File: src/rtl/eth_cmd_pkg.sv
// Shared constants for the Ethernet command receiver: ethertypes, IPv4/UDP/ARP
// constants, byte offsets within a frame (offset 0 = destination MAC byte 0),
// FSM state encoding and a one's-complement add helper.
package eth_cmd_pkg;

  localparam logic [15:0] EthTypeIpv4  = 16'h0800;
  localparam logic [15:0] EthTypeArp   = 16'h0806;
  localparam logic [15:0] ArpOpRequest = 16'h0001;
  localparam logic [7:0]  IpVerIhl     = 8'h45;
  localparam logic [7:0]  IpProtoUdp   = 8'd17;

  localparam int unsigned OffEthType   = 12;
  localparam int unsigned OffIpVer     = 14;
  localparam int unsigned OffIpProto   = 23;
  localparam int unsigned OffIpDst     = 30;
  localparam int unsigned OffUdpDst    = 36;
  localparam int unsigned OffCmd       = 42;
  localparam int unsigned OffCmdChk    = 43;
  localparam int unsigned OffParam     = 44;
  localparam int unsigned OffArpOper   = 20;
  localparam int unsigned OffArpSha    = 22;
  localparam int unsigned OffArpSpa    = 28;
  localparam int unsigned OffArpTpa    = 38;
  localparam int unsigned OffCsumFirst = 14;
  localparam int unsigned OffCsumLast  = 33;
  localparam int unsigned MinFrameLen  = 14;
  localparam int unsigned ArpMinLen    = 42;

  localparam logic [10:0] IdxMax = 11'h7FF;

  typedef enum logic [1:0] {StSync, StIdle, StRx, StEval} state_e;

  // 16-bit one's-complement add with end-around carry.
  function automatic logic [15:0] csum_add(logic [15:0] a, logic [15:0] b);
    logic [16:0] s;
    s = {1'b0, a} + {1'b0, b};
    return s[15:0] + {15'b0, s[16]};
  endfunction

endpackage

File: src/rtl/eth_ip_csum.sv
// One's-complement accumulator over big-endian byte pairs (IPv4 header checksum).
// Ports:
//   clk_i, rst_i  clock, synchronous active-high reset
//   clear_i       restart the sum (first byte of a frame)
//   valid_i       data_i is a header byte to accumulate
//   hi_i          data_i is the high (first) byte of a 16-bit word
//   data_i        byte
//   sum_o         running folded sum
module eth_ip_csum
  import eth_cmd_pkg::*;
(
  input  logic        clk_i,
  input  logic        rst_i,
  input  logic        clear_i,
  input  logic        valid_i,
  input  logic        hi_i,
  input  logic [7:0]  data_i,
  output logic [15:0] sum_o
);

  logic [7:0]  hi_q, hi_d;
  logic [15:0] sum_q, sum_d;

  always_comb begin
    hi_d  = hi_q;
    sum_d = sum_q;
    if (clear_i) begin
      sum_d = 16'h0000;
    end else if (valid_i) begin
      if (hi_i) hi_d = data_i;
      else      sum_d = csum_add(sum_q, {hi_q, data_i});
    end
  end

  always_ff @(posedge clk_i) begin
    if (rst_i) begin
      hi_q  <= 8'h00;
      sum_q <= 16'h0000;
    end else begin
      hi_q  <= hi_d;
      sum_q <= sum_d;
    end
  end

  assign sum_o = sum_q;

endmodule

File: src/rtl/eth_cmd_rx.sv
// Ethernet command receiver: captures UDP command frames and ARP requests
// addressed to this station from a byte stream (no preamble).
// Ports:
//   i_clk, i_rst              clock, synchronous active-high reset
//   i_rxdv, i_rxd             byte stream; a frame is a contiguous i_rxdv high run
//   i_local_mac, i_local_ip   station addresses, sampled when the frame is evaluated
//   o_cmd_come, o_cmd, o_param   command pulse, command byte, big-endian parameter
//   o_arp_req, o_arp_smac, o_arp_sip  ARP request pulse, requester MAC/IP
//   o_drop_cnt                saturating count of rejected frames
// Build option: define ETH_CMD_IPCHK_EN to require a valid IPv4 header checksum.
module eth_cmd_rx
  import eth_cmd_pkg::*;
#(
  parameter int unsigned PARAM_BYTES = 4,
  parameter logic [15:0] UDP_PORT    = 16'hFEEF,
  parameter bit          CMD_CHK     = 1'b1
) (
  input  logic                     i_clk,
  input  logic                     i_rst,
  input  logic                     i_rxdv,
  input  logic [7:0]               i_rxd,
  input  logic [47:0]              i_local_mac,
  input  logic [31:0]              i_local_ip,
  output logic                     o_cmd_come,
  output logic [7:0]               o_cmd,
  output logic [8*PARAM_BYTES-1:0] o_param,
  output logic                     o_arp_req,
  output logic [47:0]              o_arp_smac,
  output logic [31:0]              o_arp_sip,
  output logic [15:0]              o_drop_cnt
);

  localparam int unsigned BufBytes = OffParam + PARAM_BYTES;

  state_e      state_q, state_d;
  logic [10:0] idx_q, idx_d, wr_idx;
  logic        cap, eval;
  logic [7:0]  hdr_q [BufBytes];

  // idx_q counts bytes of the current frame; in EVAL it is the frame length.
  always_comb begin
    state_d = state_q;
    cap     = 1'b0;
    eval    = 1'b0;
    unique case (state_q)
      StSync: if (!i_rxdv) state_d = StIdle;
      StIdle: if (i_rxdv) begin
        cap     = 1'b1;
        state_d = StRx;
      end
      StRx: begin
        if (i_rxdv) cap = 1'b1;
        else        state_d = StEval;
      end
      StEval: begin
        eval = 1'b1;
        // A new frame may begin here; its first byte goes to index 0.
        if (i_rxdv) begin
          cap     = 1'b1;
          state_d = StRx;
        end else begin
          state_d = StIdle;
        end
      end
      default: state_d = StSync;
    endcase
    wr_idx = (state_q == StRx) ? idx_q : 11'd0;
    idx_d  = idx_q;
    if (cap) idx_d = (wr_idx == IdxMax) ? IdxMax : wr_idx + 11'd1;
  end

  always_ff @(posedge i_clk) begin
    if (cap && (wr_idx < 11'(BufBytes))) hdr_q[wr_idx[5:0]] <= i_rxd;
  end

  logic [47:0]              dmac;
  logic [8*PARAM_BYTES-1:0] param_w;
  logic [BufBytes-1:0]      unused_hdr;
  logic                     csum_ok, too_long, cmd_ok, arp_ok;

  assign dmac = {hdr_q[0], hdr_q[1], hdr_q[2], hdr_q[3], hdr_q[4], hdr_q[5]};

  for (genvar g = 0; g < PARAM_BYTES; g++) begin : g_param
    assign param_w[8*(PARAM_BYTES-1-g) +: 8] = hdr_q[OffParam+g];
  end

  for (genvar g = 0; g < BufBytes; g++) begin : g_unused
    assign unused_hdr[g] = ^hdr_q[g];
  end

`ifdef ETH_CMD_IPCHK_EN
  logic [15:0] csum;

  eth_ip_csum u_csum (
    .clk_i   (i_clk),
    .rst_i   (i_rst),
    .clear_i (cap && (wr_idx == 11'd0)),
    .valid_i (cap && (wr_idx >= 11'(OffCsumFirst)) && (wr_idx <= 11'(OffCsumLast))),
    .hi_i    (~wr_idx[0]),
    .data_i  (i_rxd),
    .sum_o   (csum)
  );

  assign csum_ok = (csum == 16'hFFFF);
`else
  assign csum_ok = 1'b1;
`endif

  assign too_long = (idx_q == IdxMax);

  assign cmd_ok = !too_long && (idx_q >= 11'(BufBytes)) && (dmac == i_local_mac) &&
                  ({hdr_q[OffEthType], hdr_q[OffEthType+1]} == EthTypeIpv4) &&
                  (hdr_q[OffIpVer] == IpVerIhl) && (hdr_q[OffIpProto] == IpProtoUdp) &&
                  ({hdr_q[OffIpDst], hdr_q[OffIpDst+1], hdr_q[OffIpDst+2],
                    hdr_q[OffIpDst+3]} == i_local_ip) &&
                  ({hdr_q[OffUdpDst], hdr_q[OffUdpDst+1]} == UDP_PORT) &&
                  (!CMD_CHK || (hdr_q[OffCmdChk] == ~hdr_q[OffCmd])) && csum_ok;

  assign arp_ok = !too_long && (idx_q >= 11'(ArpMinLen)) &&
                  ((dmac == i_local_mac) || (dmac == 48'hFFFF_FFFF_FFFF)) &&
                  ({hdr_q[OffEthType], hdr_q[OffEthType+1]} == EthTypeArp) &&
                  ({hdr_q[OffArpOper], hdr_q[OffArpOper+1]} == ArpOpRequest) &&
                  ({hdr_q[OffArpTpa], hdr_q[OffArpTpa+1], hdr_q[OffArpTpa+2],
                    hdr_q[OffArpTpa+3]} == i_local_ip);

  logic                     cmd_come_q, cmd_come_d, arp_req_q, arp_req_d;
  logic [7:0]               cmd_q, cmd_d;
  logic [8*PARAM_BYTES-1:0] param_q, param_d;
  logic [47:0]              smac_q, smac_d;
  logic [31:0]              sip_q, sip_d;
  logic [15:0]              drop_q, drop_d;

  always_comb begin
    cmd_come_d = eval && cmd_ok;
    arp_req_d  = eval && arp_ok;
    cmd_d      = cmd_come_d ? hdr_q[OffCmd] : cmd_q;
    param_d    = cmd_come_d ? param_w : param_q;
    smac_d     = arp_req_d ? {hdr_q[OffArpSha], hdr_q[OffArpSha+1], hdr_q[OffArpSha+2],
                              hdr_q[OffArpSha+3], hdr_q[OffArpSha+4], hdr_q[OffArpSha+5]}
                           : smac_q;
    sip_d      = arp_req_d ? {hdr_q[OffArpSpa], hdr_q[OffArpSpa+1], hdr_q[OffArpSpa+2],
                              hdr_q[OffArpSpa+3]} : sip_q;
    drop_d     = drop_q;
    if (eval && (idx_q >= 11'(MinFrameLen)) && !cmd_ok && !arp_ok && (drop_q != 16'hFFFF)) begin
      drop_d = drop_q + 16'd1;
    end
  end

  always_ff @(posedge i_clk) begin
    if (i_rst) begin
      state_q    <= StSync;
      idx_q      <= 11'd0;
      cmd_come_q <= 1'b0;
      arp_req_q  <= 1'b0;
      cmd_q      <= 8'h00;
      param_q    <= '0;
      smac_q     <= 48'h0;
      sip_q      <= 32'h0;
      drop_q     <= 16'h0000;
    end else begin
      state_q    <= state_d;
      idx_q      <= idx_d;
      cmd_come_q <= cmd_come_d;
      arp_req_q  <= arp_req_d;
      cmd_q      <= cmd_d;
      param_q    <= param_d;
      smac_q     <= smac_d;
      sip_q      <= sip_d;
      drop_q     <= drop_d;
    end
  end

  assign o_cmd_come = cmd_come_q;
  assign o_cmd      = cmd_q;
  assign o_param    = param_q;
  assign o_arp_req  = arp_req_q;
  assign o_arp_smac = smac_q;
  assign o_arp_sip  = sip_q;
  assign o_drop_cnt = drop_q;

endmodule

File: config.mk
export PLATFORM = sky130hd
export DESIGN_NAME = eth_cmd_rx
export DESIGN_NICKNAME = d
export VERILOG_FILES = /design/src/rtl/eth_cmd_pkg.sv /design/src/rtl/eth_ip_csum.sv /design/src/rtl/eth_cmd_rx.sv
export SDC_FILE = /design/constraint.sdc
export NUM_CORES = 1
export LEC_CHECK = 0
export CORE_ASPECT_RATIO = 0.75
export CORE_UTILIZATION = 55
export CTS_CLUSTER_SIZE = 28
export DETAILED_ROUTE_END_ITERATION = 10
export PLACE_DENSITY_LB_ADDON = 0.15
export SLEW_MARGIN = 20
export SYNTH_ARGS = -nofsm -noshare
export SYNTH_HDL_FRONTEND = slang
export SYNTH_SLANG_ARGS = --single-unit
File: constraint.sdc
create_clock -name i_clk -period 8.4 [get_ports i_clk]
set_clock_uncertainty 0.15 [all_clocks]
set_input_delay 0.84 -clock i_clk [delete_from_list [all_inputs] [get_ports i_clk]]
set_output_delay 0.84 -clock i_clk [all_outputs]
set_load 0.005 [all_outputs]
==> results.cfg <==
[critical_path]
crit_path_start_kind = primary input
timing.critical_path.buf_inv = 2
reg2reg_slack_ns = 4.03
cpMaxStageDelayCell = a2111oi_2
startpoint = i_local_mac[5]
critPathRequiredTime_ns = 8.62
path_cells = clkdlybuf4s50_1 -> xnor2_1 -> nand4_1 -> nor4_1 -> nand3_1 -> a2111oi_2 -> buf_4 -> mux2i_1 -> nor2_1
worstSetupEndpointType = flip-flop
cpLargestDelayFamily = buffers and inverters
r2r_end = o_arp_smac[24]$_SDFFE_PP0P_
crit_fanout = 56
r2r-start = hdr_q[0][0]$_DFFE_PP_
critical_path_class = in2reg
ff2ff_path_depth = 8
max_stage_delay_ns = 0.95
cp.arrival_ns = 4.86

[run_status]
status = complete, no violations

[clocking]
cts_resized = 0
clk_pin_slew_ns = 0.06
cts_hold_buf = 0
cts_buffers = 40
clkSinkCount = 431
clockBufferDepth = 3
htree_levels = 2
clockRootBuffer = clkbuf_16
tritoncts = yes
cts_setup_buffers = 0
insertion_delay_ns = 0.55

[routing]
finalWirelength_mm = 41.9
drt_first_pass_iters = 5
viasPerCell = 5.74
dr_total_vias = 10700
ant_nets = 0
drt_iter0_drc = 854
drc = 0
wl_per_cell_microns = 22.6

[placed_design]
dp_cells = 1784
pre_cts_ws_ns = 3.36
dpl.hpwl_mm = 26.8
portBuffers = 228
placed_cell_area_sq_um = 19200
routabilityCongestion = 0.934

[floorplanning]
initial_core_util_pct = 56.3
dieWidth_microns = 202
dieArea_sq_um = 30700
core-area_sq_um = 29300
die_h_microns = 152
ios = 229
placementRows = 54

[min_path]
whs_path_depth = 2
min-delay-start = hdr_q[29][1]$_DFFE_PP_
min_to = o_arp_sip[17]$_SDFFE_PP0P_
hold_class = reg2reg

[sta]
setup_slack_ns = 3.76
fin_crit_ns = 4.64
rsz0062_at_grt = false
fmax_ghz = 0.215
hold_slack_ns = 0.332
period_share_pct = 55.3
finalHoldViolCount = 0
tns_ns = 0
final-max-slew-violation-count = 0
tightest_slew_ns = 1.02
setup_viol = 0
max_slew_margin_pct = 32.3

[layout]
finalNetCount = 1527
final_util_pct = 70.2
drive_gt1_share_pct = 6.35
design_area_sq_um = 20600
layout_common_cells = 280 x edfxtp_1, 227 x clkdlybuf4s50_1, 190 x nor2_1, 151 x dfxtp_1, 121 x mux2i_1
nFillCells = 2065
fin_cells = 1858
synthToLayoutAreaGrowth_pct = 24.7
layout_commonest_cell = edfxtp_1

[synthesis]
synth_edf_count = 280
ys_types = 49
async_reset_ff_share_pct = 0
ys_ff_latch = 431
synth-main-ff-cell = edfxtp_1
synth_warnings = 0
syn_nets = 1291
syn_inst = 1198
syn_area_sq_um = 16500
avgSynthCellArea_sq_um = 13.8
seq_area_frac_synth_pct = 69.3

[pwr]
max-vdd-ir-drop_mv = 0.142
powerDensity_nw_per_um2 = 209
power_mw = 4.31
power.leakage_nw = 6.50

[grt]
track_usage_pct = 27.2
antenna_found_initial = 1
globalRoute.totalOverflow = 0
grt_pass1_vias = 10600
grt_max_degree = 90
grt_pass1_wl_mm = 62.9

[job]
maxCapViolations = 0
==> where the power goes <==
part           internal (mW)  switching, mW
clock network           1.12          0.761
logic                 0.0649         0.0962
registers               2.26        0.00934
==> cells by family after synthesis <==
group | Yosys count | share of synthesized area [%]
xor+xnor | 119 | 6.31
mux | 132 | 8.09
fa+ha+maj | 2 | 0.152
compound gates | 45 | 1.80
flops | 431 | 69.3
buf+inv | 55 | 1.45
simple gates | 414 | 12.9
==> registers in the layout, summed over array words and instances, names as in the netlist <==
register    flops
o_cmd           8
o_arp_req       1
o_arp_smac     48
o_drop_cnt     16
idx_q          11
hdr_q         280
o_arp_sip      32
o_param        32
o_cmd_come      1
state_q         2
==> synth_stat cells (5+ instances only) <==
master	instances	share of area, %
nand3_1	19	0.58
nand2b_1	5	0.19
mux2_1	7	0.48
nor4_1	52	2.0
or3_1	6	0.23
nor2b_1	13	0.49
or4_1	5	0.23
nor4b_1	5	0.27
xor2_1	57	3.0
dfxtp_1	151	18
a21oi_1	12	0.36
mux2i_1	121	7.3
xnor2_1	62	3.3
o21ai_0	12	0.36
nand2_1	22	0.50
nand4b_1	8	0.42
edfxtp_1	280	51
buf_2	11	0.33
clkbuf_1	31	0.71
nor2_1	190	4.3
inv_1	6	0.14
or4b_2	7	0.42
nor3_1	12	0.36
nand4_1	48	1.8
==> cell type report <==
cell class                 instances  area (sq um)  area share, %
timing repair buffer             243          2390           11.6
inverter                           6          22.5          0.109
multi-input combinational        712          4860           23.6
sequential                       431         11400           55.5
clock buffer                      58          1200           5.85
tap                              392           490           2.38
antenna                            1          2.50         0.0122
clock inverter                    15           181          0.881
==> layer usage <==
layer | vias to the layer above | GRT usage [%] | wire, microns
met1 | 5248 | 40.5 | 18800
met3 | 57 | 6.13 | 3700
li1 | 4893 | - | -
met5 | - | 0 | 0
met4 | 0 | 6.89 | 654
met2 | 475 | 40.5 | 18700
==> worst max-delay path by stage <==
| stage | end | slack, ns | cells past startpoint |
|---|---|---|---|
| 6_report | o_arp_smac[24]$_SDFFE_PP0P_ | 3.76 | 9 |
| 5_1_grt | o_arp_smac[42]$_SDFFE_PP0P_ | 3.68 | 9 |
| 4_1_cts | o_arp_smac[24]$_SDFFE_PP0P_ | 3.87 | 9 |
| 3_5_place_dp | o_arp_smac[24]$_SDFFE_PP0P_ | 3.36 | 9 |
| 3_3_place_gp | o_arp_smac[37]$_SDFFE_PP0P_ | 3.41 | 9 |
| 2_1_floorplan | hdr_q[42][0]$_DFFE_PP_ | 5.19 | 5 |
==> worst min-delay path, cell delays in order, from the launching register on <==
cell      delay [ns]
edfxtp_1        0.32
mux2i_1         0.06
nor2_1          0.07
Note: power is estimated with default switching activity, not from simulation.
==> RTL change (same settings) <==
Add a define of `ETH_CMD_IPCHK_EN`.
--- a/src/rtl/eth_cmd_rx.sv
+++ b/src/rtl/eth_cmd_rx.sv
@@ -9,4 +9,6 @@
 //   o_drop_cnt                saturating count of rejected frames
 // Build option: define ETH_CMD_IPCHK_EN to require a valid IPv4 header checksum.
+`define ETH_CMD_IPCHK_EN
+
 module eth_cmd_rx
   import eth_cmd_pkg::*;
Check against the original RTL: no difference found for any inputs over 4 cycles, from zero or initial values and one cycle with i_rst high; that may be too few to reach the edited logic, so the function may still have changed.
==> RTL change against the unedited design <==
Core utilization shrank 2.0 points; worst setup slack lost 0.62 ns; area after synthesis grew 9.7%; critical path depth grew 11; sequential cell count grew 24; combinational power grew 7%; wire length grew 7.8%; highest routed layer unchanged; total power shrank 0.56%; worst hold slack lost 0.0079 ns; design area grew 7.3%.
==> RTL change: results (changes against the unedited design) <==
- Share of cells above drive strength 1: 5.562% (-0.79 points)
- Synth area leaders: edfxtp_1, dfxtp_1, mux2i_1
- Post-Place Cell Area: 0.02085 mm² (+8.6%)
- DR vias/cell: 5.693 (-0.89%)
- Hold endpoint: o_arp_smac[16]
- P_leak: 7.150 nW (+9.9%)
- Synthesized instance count: 1387 (+16%)
- Final std cells w/o fill: 2096 (+13%)
- Tmin final: 5.265 ns (+0.6221 ns)
- Largest net degree at the start of global routing: 69 (-23%)
- FF-to-FF Start: u_csum.sum_o[0]
- Max FO, Critical Path: 37 (-34%)
- Worst Hold Launch: hdr_q[25][0]
- First-pass GRT wire length: 68720 µm (+9.2%)
- Ant. Diodes: 0 (-1)
- Fillers: 2398 (+16%)
- Seq group: 2.38 mW (+5%)
- Gpl congestion: 0.8911 (-4.6%)
- Crit path largest cell delay: 0.70 ns (-0.25 ns)
- Status: finished, final reports clean
- P_clk: 1.74 mW (-7%)
- Compound-Gate Fraction of Synth Area: 4.055% (+2.3 points)
- Met3 wire length: 3773 µm (+2.0%)
- Number of antenna violations at the first check in global routing: 0 (-1)
- Hold_ws: 0.3246 ns (-0.007881 ns)
- Dpl ws: 2.588 ns (-0.7706 ns)
- PwrDens: 194.2 mW/mm² (-7.3%)
- Dpl hpwl: 30560 µm (+14%)
- Worst setup endpoint: u_csum.sum_o[15]
- Count of cell types in the netlist: 66 (+35%)
- GR met1 Demand/Resource: 41.22% (+0.72 points)
- Nets: 1736 (+14%)
- CP arrival: 5.57 ns (+0.71 ns)
- WL met1: 20600 µm (+9.4%)
==> RTL change: changes by cell type in the layout (fill, tap and decap cells not counted), moves of 15 or more <==
cell / before / now
dfxtp_1: 151 / 175
ha_1: 2 / 22
nand2_1: 22 / 37
nor2_1: 190 / 224
nor4_1: 51 / 30
o21ai_0: 12 / 29
xnor2_1: 62 / 104
==> RTL change: logic make-up (layout without fill, tap and decap cells) <==
family                     Yosys count  count (layout)
DFF                                455             455
and+or+nand+nor                    452             452
xor gates and xnor gates           148             148
muxes                              137             137
AOI/OAI and AO/OA                  106             106
buffers and inverters               66             333
adders and majority gates           23              23
==> RTL change: tightest hold or removal path, cell delays in order, from the launching register on <==
cell	delay [ns]
edfxtp_1	0.32
mux2i_1	0.06
nor2_1	0.07
==> RTL change: cell type report <==
class,instances,area share (%)
flip-flops and latches,455,53.95
multi-input cells,866,26.96
repair buffers,243,10.81
clock buffers,55,4.930
well taps,442,2.505
clock inverters,20,0.5893
inverters,15,0.2550
